===== config.mk =====
export PLATFORM = sky130hd
export DESIGN_NAME = kab_uart_tx_flat
export DESIGN_NICKNAME = d
export VERILOG_FILES = /design/src/rtl/kab_uart_tx_if.sv /design/src/rtl/kab_uart_tx.sv /design/src/flat_wrapper.sv
export SDC_FILE = /design/constraint.sdc
export NUM_CORES = 1
export LEC_CHECK = 0
export BUFFER_PORTS_ARGS = -buffer_cell sky130_fd_sc_hd__buf_4
export CORE_AREA = 2 2 96 121
export CTS_CLUSTER_DIAMETER = 100
export DETAILED_ROUTE_END_ITERATION = 6
export DIE_AREA = 0 0 98 123
export REMOVE_ABC_BUFFERS = 1
export SLEW_MARGIN = 40
export SYNTH_ARGS = -nofsm -noshare
export SYNTH_HDL_FRONTEND = slang
export SYNTH_SLANG_ARGS = --single-unit

===== constraint.sdc =====
create_clock -name Sys_Clock -period 3.6 [get_ports Sys_Clock]
set_clock_uncertainty 0.05 [all_clocks]
set_input_delay 0.18 -clock Sys_Clock [delete_from_list [all_inputs] [get_ports Sys_Clock]]
set_output_delay 0.18 -clock Sys_Clock [all_outputs]
set_load 0.05 [all_outputs]

===== src/rtl/kab_uart_tx_if.sv =====
// KabIO register-bus bundle for the UART transmitter: write/read strobes, word address and data.
// The master drives the strobes and the slave returns registered read data.
interface kab_uart_tx_if;
   logic        Sys_WrEn;
   logic        Sys_RdEn;
   logic [1:0]  Sys_Address;
   logic [31:0] Sys_WrData;
   logic [31:0] Sys_RdData;

   modport master (
      output Sys_WrEn, Sys_RdEn, Sys_Address, Sys_WrData,
      input  Sys_RdData
   );

   modport slave (
      input  Sys_WrEn, Sys_RdEn, Sys_Address, Sys_WrData,
      output Sys_RdData
   );
endinterface


===== src/rtl/kab_uart_tx.sv =====
// Memory-mapped 8N1 UART transmitter: small TX FIFO, programmable bit period (BAUD+1 cycles),
// registered serial line and a level interrupt raised when the transmitter drains.
module kab_uart_tx #(
   parameter int          FIFO_DEPTH = 4,
   parameter int          DIV_W      = 16,
   parameter int unsigned DIV_RESET  = 433
) (
   input  logic            Sys_Clock,
   input  logic            Sys_Reset,
   kab_uart_tx_if.slave    sys,
   output logic            Tx_Dout,
   output logic            Int_Req,
   input  logic            Int_Ack
);

   localparam int PTR_W = $clog2(FIFO_DEPTH);
   localparam int CNT_W = PTR_W + 1;

   localparam logic [1:0] S_IDLE  = 2'd0;
   localparam logic [1:0] S_START = 2'd1;
   localparam logic [1:0] S_DATA  = 2'd2;
   localparam logic [1:0] S_STOP  = 2'd3;

   localparam logic [1:0] A_DATA   = 2'd0;
   localparam logic [1:0] A_STATUS = 2'd1;
   localparam logic [1:0] A_CTRL   = 2'd2;
   localparam logic [1:0] A_BAUD   = 2'd3;

   logic [7:0]       r_mem [FIFO_DEPTH];
   logic [PTR_W-1:0] r_wptr;
   logic [PTR_W-1:0] r_rptr;
   logic [CNT_W-1:0] r_count;
   logic [1:0]       r_state;
   logic [7:0]       r_shift;
   logic [2:0]       r_bitidx;
   logic [DIV_W-1:0] r_bitcnt;
   logic [DIV_W-1:0] r_baud;
   logic             r_inten;
   logic             r_ovf;
   logic             r_done;
   logic             r_tx;
   logic             r_irq;
   logic [31:0]      r_rdata;

   logic             w_full;
   logic             w_empty;
   logic             w_push;
   logic             w_push_ok;
   logic             w_pop;
   logic             w_bit_end;
   logic             w_done_set;
   logic             w_done_clr;
   logic             w_line;
   logic [31:0]      w_status;
   logic [31:0]      w_rd_mux;

   assign w_full     = (r_count == CNT_W'(FIFO_DEPTH));
   assign w_empty    = (r_count == '0);
   assign w_push     = sys.Sys_WrEn && (sys.Sys_Address == A_DATA);
   assign w_bit_end  = (r_bitcnt == '0);
   assign w_pop      = !w_empty && ((r_state == S_IDLE) || ((r_state == S_STOP) && w_bit_end));
   // A full FIFO still accepts a byte when the transmitter pops in the same cycle.
   assign w_push_ok  = w_push && (!w_full || w_pop);
   assign w_done_set = (r_state == S_STOP) && w_bit_end && w_empty;
   assign w_done_clr = Int_Ack || w_push;

   assign w_status = {16'd0, 8'(r_count), 3'd0, r_done, r_ovf, w_empty, w_full, (r_state != S_IDLE)};

   always_comb begin
      w_rd_mux = '0;
      case (sys.Sys_Address)
         A_STATUS: w_rd_mux = w_status;
         A_CTRL:   w_rd_mux = {31'd0, r_inten};
         A_BAUD:   w_rd_mux = 32'(r_baud);
         default:  w_rd_mux = '0;
      endcase
   end

   // Line value for the current state; registered below, so the line trails the FSM by one cycle.
   always_comb begin
      w_line = 1'b1;
      case (r_state)
         S_START: w_line = 1'b0;
         S_DATA:  w_line = r_shift[0];
         default: w_line = 1'b1;
      endcase
   end

   always_ff @(posedge Sys_Clock) begin
      if (w_push_ok) begin
         r_mem[r_wptr] <= sys.Sys_WrData[7:0];
      end
      if (w_pop) begin
         r_shift <= r_mem[r_rptr];
      end else if ((r_state == S_DATA) && w_bit_end) begin
         r_shift <= r_shift >> 1;
      end
      // BAUD is re-sampled at every reload so a new rate applies from the next bit boundary.
      if (w_pop || ((r_state != S_IDLE) && w_bit_end)) begin
         r_bitcnt <= r_baud;
      end else if (r_state != S_IDLE) begin
         r_bitcnt <= r_bitcnt - 1'b1;
      end
      if ((r_state == S_START) && w_bit_end) begin
         r_bitidx <= 3'd0;
      end else if ((r_state == S_DATA) && w_bit_end) begin
         r_bitidx <= r_bitidx + 3'd1;
      end
   end

   always_ff @(posedge Sys_Clock) begin
      if (!Sys_Reset) begin
         r_wptr  <= '0;
         r_rptr  <= '0;
         r_count <= '0;
         r_state <= S_IDLE;
         r_inten <= 1'b0;
         r_baud  <= DIV_W'(DIV_RESET);
         r_ovf   <= 1'b0;
         r_done  <= 1'b0;
         r_tx    <= 1'b1;
         r_irq   <= 1'b0;
         r_rdata <= '0;
      end else begin
         if (w_push_ok) begin
            r_wptr <= r_wptr + 1'b1;
         end
         if (w_pop) begin
            r_rptr <= r_rptr + 1'b1;
         end
         r_count <= r_count + CNT_W'(w_push_ok) - CNT_W'(w_pop);

         if (w_push && !w_push_ok) begin
            r_ovf <= 1'b1;
         end else if (sys.Sys_RdEn && (sys.Sys_Address == A_STATUS)) begin
            r_ovf <= 1'b0;
         end

         case (r_state)
            S_IDLE:  if (w_pop) r_state <= S_START;
            S_START: if (w_bit_end) r_state <= S_DATA;
            S_DATA:  if (w_bit_end && (r_bitidx == 3'd7)) r_state <= S_STOP;
            default: if (w_bit_end) r_state <= w_pop ? S_START : S_IDLE;
         endcase

         r_tx <= w_line;

         if (w_done_set) begin
            r_done <= 1'b1;
         end else if (w_done_clr) begin
            r_done <= 1'b0;
         end
         r_irq <= r_inten && r_done && !Int_Ack;

         if (sys.Sys_WrEn && (sys.Sys_Address == A_CTRL)) begin
            r_inten <= sys.Sys_WrData[0];
         end
         if (sys.Sys_WrEn && (sys.Sys_Address == A_BAUD)) begin
            r_baud <= sys.Sys_WrData[DIV_W-1:0];
         end
         if (sys.Sys_RdEn) begin
            r_rdata <= w_rd_mux;
         end
      end
   end

   assign Tx_Dout        = r_tx;
   assign Int_Req        = r_irq;
   assign sys.Sys_RdData = r_rdata;

endmodule


===== src/flat_wrapper.sv =====
// flat-port wrapper written by rule: the top's interface ports become plain ports
module kab_uart_tx_flat 
#(
   parameter int          FIFO_DEPTH = 4,
   parameter int          DIV_W      = 16,
   parameter int unsigned DIV_RESET  = 433
)
  (Sys_Clock, Sys_Reset, Tx_Dout, Int_Req, Int_Ack, sys_Sys_WrEn, sys_Sys_RdEn, sys_Sys_Address, sys_Sys_WrData, sys_Sys_RdData);
  kab_uart_tx_if sys_i ();
  input  logic Sys_Clock;
  input  logic Sys_Reset;
  output logic Tx_Dout;
  output logic Int_Req;
  input  logic Int_Ack;
  input wire logic [$bits(sys_i.Sys_WrEn)-1:0] sys_Sys_WrEn;
  input wire logic [$bits(sys_i.Sys_RdEn)-1:0] sys_Sys_RdEn;
  input wire logic [$bits(sys_i.Sys_Address)-1:0] sys_Sys_Address;
  input wire logic [$bits(sys_i.Sys_WrData)-1:0] sys_Sys_WrData;
  output wire logic [$bits(sys_i.Sys_RdData)-1:0] sys_Sys_RdData;
  assign sys_i.Sys_WrEn = sys_Sys_WrEn;
  assign sys_i.Sys_RdEn = sys_Sys_RdEn;
  assign sys_i.Sys_Address = sys_Sys_Address;
  assign sys_i.Sys_WrData = sys_Sys_WrData;
  assign sys_Sys_RdData = sys_i.Sys_RdData;
  kab_uart_tx #(.FIFO_DEPTH(FIFO_DEPTH), .DIV_W(DIV_W), .DIV_RESET(DIV_RESET)) u_core (.Sys_Clock(Sys_Clock), .Sys_Reset(Sys_Reset), .sys(sys_i), .Tx_Dout(Tx_Dout), .Int_Req(Int_Req), .Int_Ack(Int_Ack));
endmodule

# [After elaboration in Yosys (flattened, before gate mapping)]
# Memory sizes are Yosys's and may differ from the RTL's. A register that Yosys moved wholly into a read port is not among the register bits.
# Index checks and enable logic that the tools add are counted.
[word_totals] reg_bits=89 ramBits=32 input_bits=39 output_inout_bits=34 elab_cells=86 memories=1
[op_classes] addsub=6 n_eq_ne=11 n_mux=20 n_reduce_logical=34
[mem_list] name="u_core.r_mem" depth=4 width=8 rd=1 rd_clocked_by_memory_dff=1 wr=1 line="kab_uart_tx.sv:29" source="logic [7:0] r_mem [FIFO_DEPTH];"
[op_table] op="one-hot mux 16 bit (3 select lines)" n=1
[op_table] op="two-way mux 16 bit" n=2
[op_table] op="logical NOT 16 bit" n=1
[op_table] op="two-way mux 8 bit" n=2
[op_table] op="subtractor 16 x 1 -> 16 bit, second input constant" n=1
[op_table] op="logical AND 1 bit" n=15
[op_table] op="two-way mux 2 bit" n=6
[op_table] op="nonzero test 2 bit" n=5
[op_table] op="equality test 2 bit, second input constant" n=4
[op_table] op="two-way mux 1 bit" n=7
[op_table] op="equality test 3 bit, second input constant" n=2
[op_table] op="one-hot mux 2 bit (3 select lines)" n=1
[op_table] op="adder 2 x 1 -> 2 bit, second input constant" n=2
[op_table] op="equality test 2 x 1 -> 1 bit, second input constant" n=2
[op_table] op="logical NOT 1 bit" n=4
[op_table] op="logical NOT 2 bit" n=2
[op_table] op="logical OR 1 bit" n=4
[op_table] op="!= test 2 x 1 -> 1 bit, second input constant" n=2
[op_table] op="AND reduction 4 bit" n=1
[op_table] op="adder 3 x 1 -> 3 bit" n=1
[op_table] op="adder 3 x 1 -> 3 bit, second input constant" n=1
[op_table] op="logical NOT 3 bit" n=1
[op_table] op="nonzero test 3 bit" n=1
[op_table] op="subtractor 3 x 1 -> 3 bit" n=1
[op_table] op="other kinds (2)" n=2

# [Longest topological paths before layout]
[logic_depth] ltp_word=9 depth_mapped=14

# [Least setup slack after synthesis]
# Ideal clock, no wire load.
[synth_timing] kind="register to register" start="register u_core.r_bitcnt[6]" end="register u_core.r_count[1]" setup_ns=0.115 arrival_ns=2.489 required_ns=3.435 slack_ns=0.946 stages_incl_launch_ff=12 period_less_slack_ns=2.654 path_cell_list="edfxtp_1 nor4_2 and4_1 buf_6 a21oi_4 nor2_1 buf_6 ha_1 inv_1 ha_1 fa_1 and2_1"
[synth_via] elab_chain_len=8
[synth_lines] item="from (decl)" line="kab_uart_tx.sv:36" source="logic [DIV_W-1:0] r_bitcnt;"
[synth_lines] item="from (signal assigned)" line="kab_uart_tx.sv:100" source="r_bitcnt <= r_baud;"
[synth_lines] item="from (signal assigned)" line="kab_uart_tx.sv:102" source="r_bitcnt <= r_bitcnt - 1'b1;"
[synth_lines] item="logical NOT 16 bit (*)" line="kab_uart_tx.sv:60" source="assign w_bit_end = (r_bitcnt == '0);"
[synth_lines] item="logical AND 1 bit (*)" line="kab_uart_tx.sv:61" source="assign w_pop = !w_empty && ((r_state == S_IDLE) || ((r_state == S_STOP) && w_bit_end));"
[synth_lines] item="logical OR 1 bit (*)" line="kab_uart_tx.sv:61"
[synth_lines] item="logical AND 1 bit (*)" line="kab_uart_tx.sv:61"
[synth_lines] item="via u_core.w_pop" line="kab_uart_tx.sv:49" source="logic w_pop;"
[synth_lines] item="logical OR 1 bit" line="kab_uart_tx.sv:63" source="assign w_push_ok = w_push && (!w_full || w_pop);"
[synth_lines] item="logical AND 1 bit" line="kab_uart_tx.sv:63"
[synth_lines] item="adder 3 x 1 -> 3 bit" line="kab_uart_tx.sv:131" source="r_count <= r_count + CNT_W'(w_push_ok) - CNT_W'(w_pop);"
[synth_lines] item="subtractor 3 x 1 -> 3 bit (*)" line="kab_uart_tx.sv:131"
[synth_lines] item="to (signal assigned)" line="kab_uart_tx.sv:131"
[synth_lines] item="to (decl)" line="kab_uart_tx.sv:32" source="logic [CNT_W-1:0] r_count;"
# Mark *: on every way through the listed nets, which the timed path passes. The rest lies on a longest branch.
# A chain may end at the register's enable or synchronous reset.

# [Worst setup path in the final report]
[layout_timing] start="register u_core.r_bitcnt[10]" end="register u_core.r_count[1]"
[layout_via] elab_chain_len=8
[layout_lines] item="logical NOT 16 bit (*)" line="kab_uart_tx.sv:60"
[layout_lines] item="logical AND 1 bit (*)" line="kab_uart_tx.sv:61"
[layout_lines] item="logical OR 1 bit (*)" line="kab_uart_tx.sv:61"
[layout_lines] item="logical AND 1 bit (*)" line="kab_uart_tx.sv:61"
[layout_lines] item="logical OR 1 bit" line="kab_uart_tx.sv:63"
[layout_lines] item="logical AND 1 bit" line="kab_uart_tx.sv:63"
[layout_lines] item="adder 3 x 1 -> 3 bit" line="kab_uart_tx.sv:131"
[layout_lines] item="subtractor 3 x 1 -> 3 bit (*)" line="kab_uart_tx.sv:131"
# Mark *: on every way between the ends. The rest lies on a longest branch, timed or not.

==> impl_metrics.py <==
metrics = {
    "status": {
        "status": "finished, final reports clean",
    },
    "floorplanning": {
        "core_area_sq_um": 10920,
        "die-area_sq_um": 12050,
        "fp.dieW_um": 98,
        "initial_core_util_pct": 43.87,
        "die_h_um": 123,
        "ios": 73,
        "placementRows": 43,
    },
    "yosys": {
        "syn_area_per_cell_sq_um": 11.06,
        "synthXorXnorAreaFrac_pct": 2.742,
        "ys_ff_latch": 107,
        "syn_area_sq_um": 4791,
        "synth_mux_area_share_pct": 8.357,
        "syn_inst": 433,
        "ys_async_sr_fraction_pct": 0,
        "yosys.cell_types.count": 49,
        "synth_top_family_by_area": "simple AND/OR/NAND/NOR gates",
        "synth_edf_count": 56,
        "synth_ff_type": "edfxtp_1",
        "synth_compound_area_share_pct": 7.626,
        "ys_warn_count": 0,
        "ys_seq_area_share_pct": 56.41,
        "synth-simple-area-share_pct": 14.73,
        "yosys.area_share.adder_pct": 4.074,
    },
    "route": {
        "num_vias": 3149,
        "drt-vias-per-instance": 5.104,
        "drc": 0,
        "drt_first_pass_iters": 4,
        "finalWirelength_mm": 9.910,
        "antenna_left": 0,
        "wl_per_cell_um": 16.06,
        "drtIter0Drc": 110,
    },
    "sta": {
        "whs_ns": 0.03007,
        "setup_viol": 0,
        "worst_slew_pin_slew_ns": 0.7580,
        "fmax_ghz": 0.3292,
        "rsz0062_at_grt": "false",
        "report.final.slew_viol_count": 0,
        "tns_ns": 0,
        "hold_viol_final": 0,
        "period_minus_slack_ns": 3.038,
        "min_period_over_period_pct": 84.39,
        "max_slew_margin_pct": 49.47,
    },
    "clock_tree": {
        "cts_tree": "built",
        "clkTransAtPathRegs_ns": 0.07,
        "cts_htree_levels": 3,
        "cts_buffers": 9,
        "cts_sinks": 107,
        "cts_max_path_buffers": 2,
        "cts_root_buf": "clkbuf_16",
        "cts_setup_buffers": 0,
        "clock_latency_ns": 0.35,
    },
    "pwr": {
        "power_density_nw_per_um2": 710.7,
        "irDropWorstVdd_uv": 370.9,
        "cellLeakagePower_nw": 2.052,
    },
    "global_route": {
        "grt_max_degree": 33,
        "grt_pass1_wl_mm": 16.06,
        "busiest_layer": "met2",
        "grtUsageMet3_pct": 2.996,
        "grt-ovfl-total": 0,
        "grtUsageTotal_pct": 17.43,
        "first_global_vias": 3225,
        "antenna_found_initial": 0,
        "grtUsageMet1_pct": 20.73,
        "met2_usage_pct": 30.65,
    },
    "setup_path": {
        "arrival_ns": 3.23,
        "cp.required_ns": 3.79,
        "worstSetupStartpointType": "register",
        "worstSetupEndpointType": "register",
        "path_class": "register to register",
        "path_max_fanout": 10,
    },
    "hold_path": {
        "hp-class": "primary input to register",
    },
    "place": {
        "hpwl_mm": 6.950,
        "io_buffers": 40,
        "place.gp.congestion": 0.7951,
    },
    "final_layout": {
        "fillers": 989,
        "fin_nets": 531,
        "area_delta_synth_final_pct": 14.39,
        "multi_input_area_sq_um": 1858,
        "n_antenna_cell": 0,
        "drive_above_1_share_pct": 17.43,
        "seq_area_sq_um": 2703,
        "final_common_cell": "nand2_1",
        "final_cell_mix": "nand2_1, edfxtp_1, dfxtp_1",
    },
    "job": {
        "cap_violations": 0,
    },
}
==> logic make-up (layout without fill, tap and decap cells) <==
group / Yosys count / count (layout)
other: 1 / 16
AO/OA/AOI/OAI: 66 / 66
AND/OR/NAND/NOR: 149 / 149
multiplexers: 29 / 29
XOR/XNOR: 15 / 15
buffers and inverters: 51 / 85
flip-flops: 107 / 107
adder cells (fa/ha/maj): 15 / 15
==> cell usage after synthesis, types with 2 or more instances <==
master	n	share of area (%)
nor3b_1	5	0.78
and2_1	8	1.0
xor2_1	8	1.5
nand2_1	75	5.9
clkbuf_1	9	0.71
o21ai_0	21	2.2
nor2b_1	2	0.26
mux2_2	8	1.9
nor2_1	25	2.0
buf_6	3	0.71
buf_4	16	2.5
nand3_1	15	1.6
inv_1	15	1.2
ha_1	14	3.7
buf_1	4	0.31
or4_1	2	0.31
xnor2_1	7	1.3
a31oi_1	2	0.26
mux2i_1	13	2.7
a21oi_1	34	3.6
mux4_2	8	3.8
buf_2	3	0.31
o31ai_1	2	0.31
nor3_1	3	0.31
edfxtp_1	56	35
dfxtp_1	51	21
nand3b_1	2	0.31
==> per-stage QoR <==
step / cells / cell area, sq um / util, % / power (mW) / setup WS [ns]
after floorplan: 412 / 4617 / - / 2.639 / 0.5401
after global placement: 593 / 5131 / 46.98 / 2.991 / 0.6021
after detailed placement: 593 / 5131 / 46.98 / 3.027 / 0.5771
after CTS: 617 / 5480 / 50.18 / 3.944 / 0.5638
after global routing: 617 / 5480 / 50.18 / 4.150 / 0.2416
final: 617 / 5480 / 50.18 / 3.895 / 0.5619
==> routing by layer <==
| layer | routed length, um | up-vias |
|---|---|---|
| li1 | - | 1568 |
| met3 | 302 | 12 |
| met5 | 0 | - |
| met1 | 4309 | 1503 |
| met4 | 295 | 0 |
| met2 | 5002 | 66 |
==> critical path, stage by stage, from the launching register on <==
cell	delay, ns
edfxtp_1	0.44
nor4_1	0.46
and4_1	0.56
a21oi_1	0.17
nor2b_1	0.45
ha_1	0.25
fa_1	0.41
and2_1	0.15
==> cell type report <==
type | instances | share of cell area [%]
Timing Repair Buffer | 54 | 7.763
Tap cell | 135 | 3.082
Sequential cell | 107 | 49.31
Clock inverter | 6 | 0.7306
Inverter | 15 | 1.027
Clock buffer | 10 | 4.178
Multi-Input combinational cell | 290 | 33.90
==> state kept, by name, indices dropped and copies added (netlist names), named ones only <==
| name | count |
|---|---|
| u_core.r_baud | 16 |
| u_core.r_bitcnt | 16 |
| u_core.Tx_Dout | 1 |
| u_core.r_mem | 32 |
| u_core.Int_Req | 1 |
| u_core.r_done | 1 |
| u_core.r_shift | 8 |
| u_core.r_count | 3 |
| u_core.r_rptr | 2 |
| u_core.r_state | 2 |
| u_core.r_bitidx | 3 |
| u_core.r_ovf | 1 |
| u_core.r_wptr | 2 |
| u_core.sys.Sys_RdData | 16 |
| u_core.r_inten | 1 |
==> worst paths after layout <==
check,slack [ns],cells after the start,end,startpoint
min,0.03,3,u_core.r_baud[12]$_SDFFE_PN0P_,sys_Sys_WrData[12]
max,0.56,7,u_core.r_count[1]$_SDFF_PN0_,u_core.r_bitcnt[10]$_DFFE_PP_
min reg2reg,0.42,2,u_core.sys.Sys_RdData[6]$_SDFFE_PN0P_,u_core.sys.Sys_RdData[6]$_SDFFE_PN0P_
max reg2reg,0.56,7,u_core.r_count[1]$_SDFF_PN0_,u_core.r_bitcnt[10]$_DFFE_PP_
==> power by group <==
| group | leakage [nW] | switching [mW] | internal (mW) |
|---|---|---|---|
| sequential | 0.946 | 0.191 | 1.62 |
| clock | 0.133 | 0.437 | 0.470 |
| combinational | 0.974 | 0.679 | 0.503 |
| total | 2.05 | 1.31 | 2.59 |
==> what timing repair did <==
| action | in CTS | in global routing |
|---|---|---|
| gates resized for setup | 0 | 0 |
| hold buffers | 8 | 0 |
| hold endpoints to repair | 29 | 0 |
Note: power is estimated with default switching activity, not from simulation.
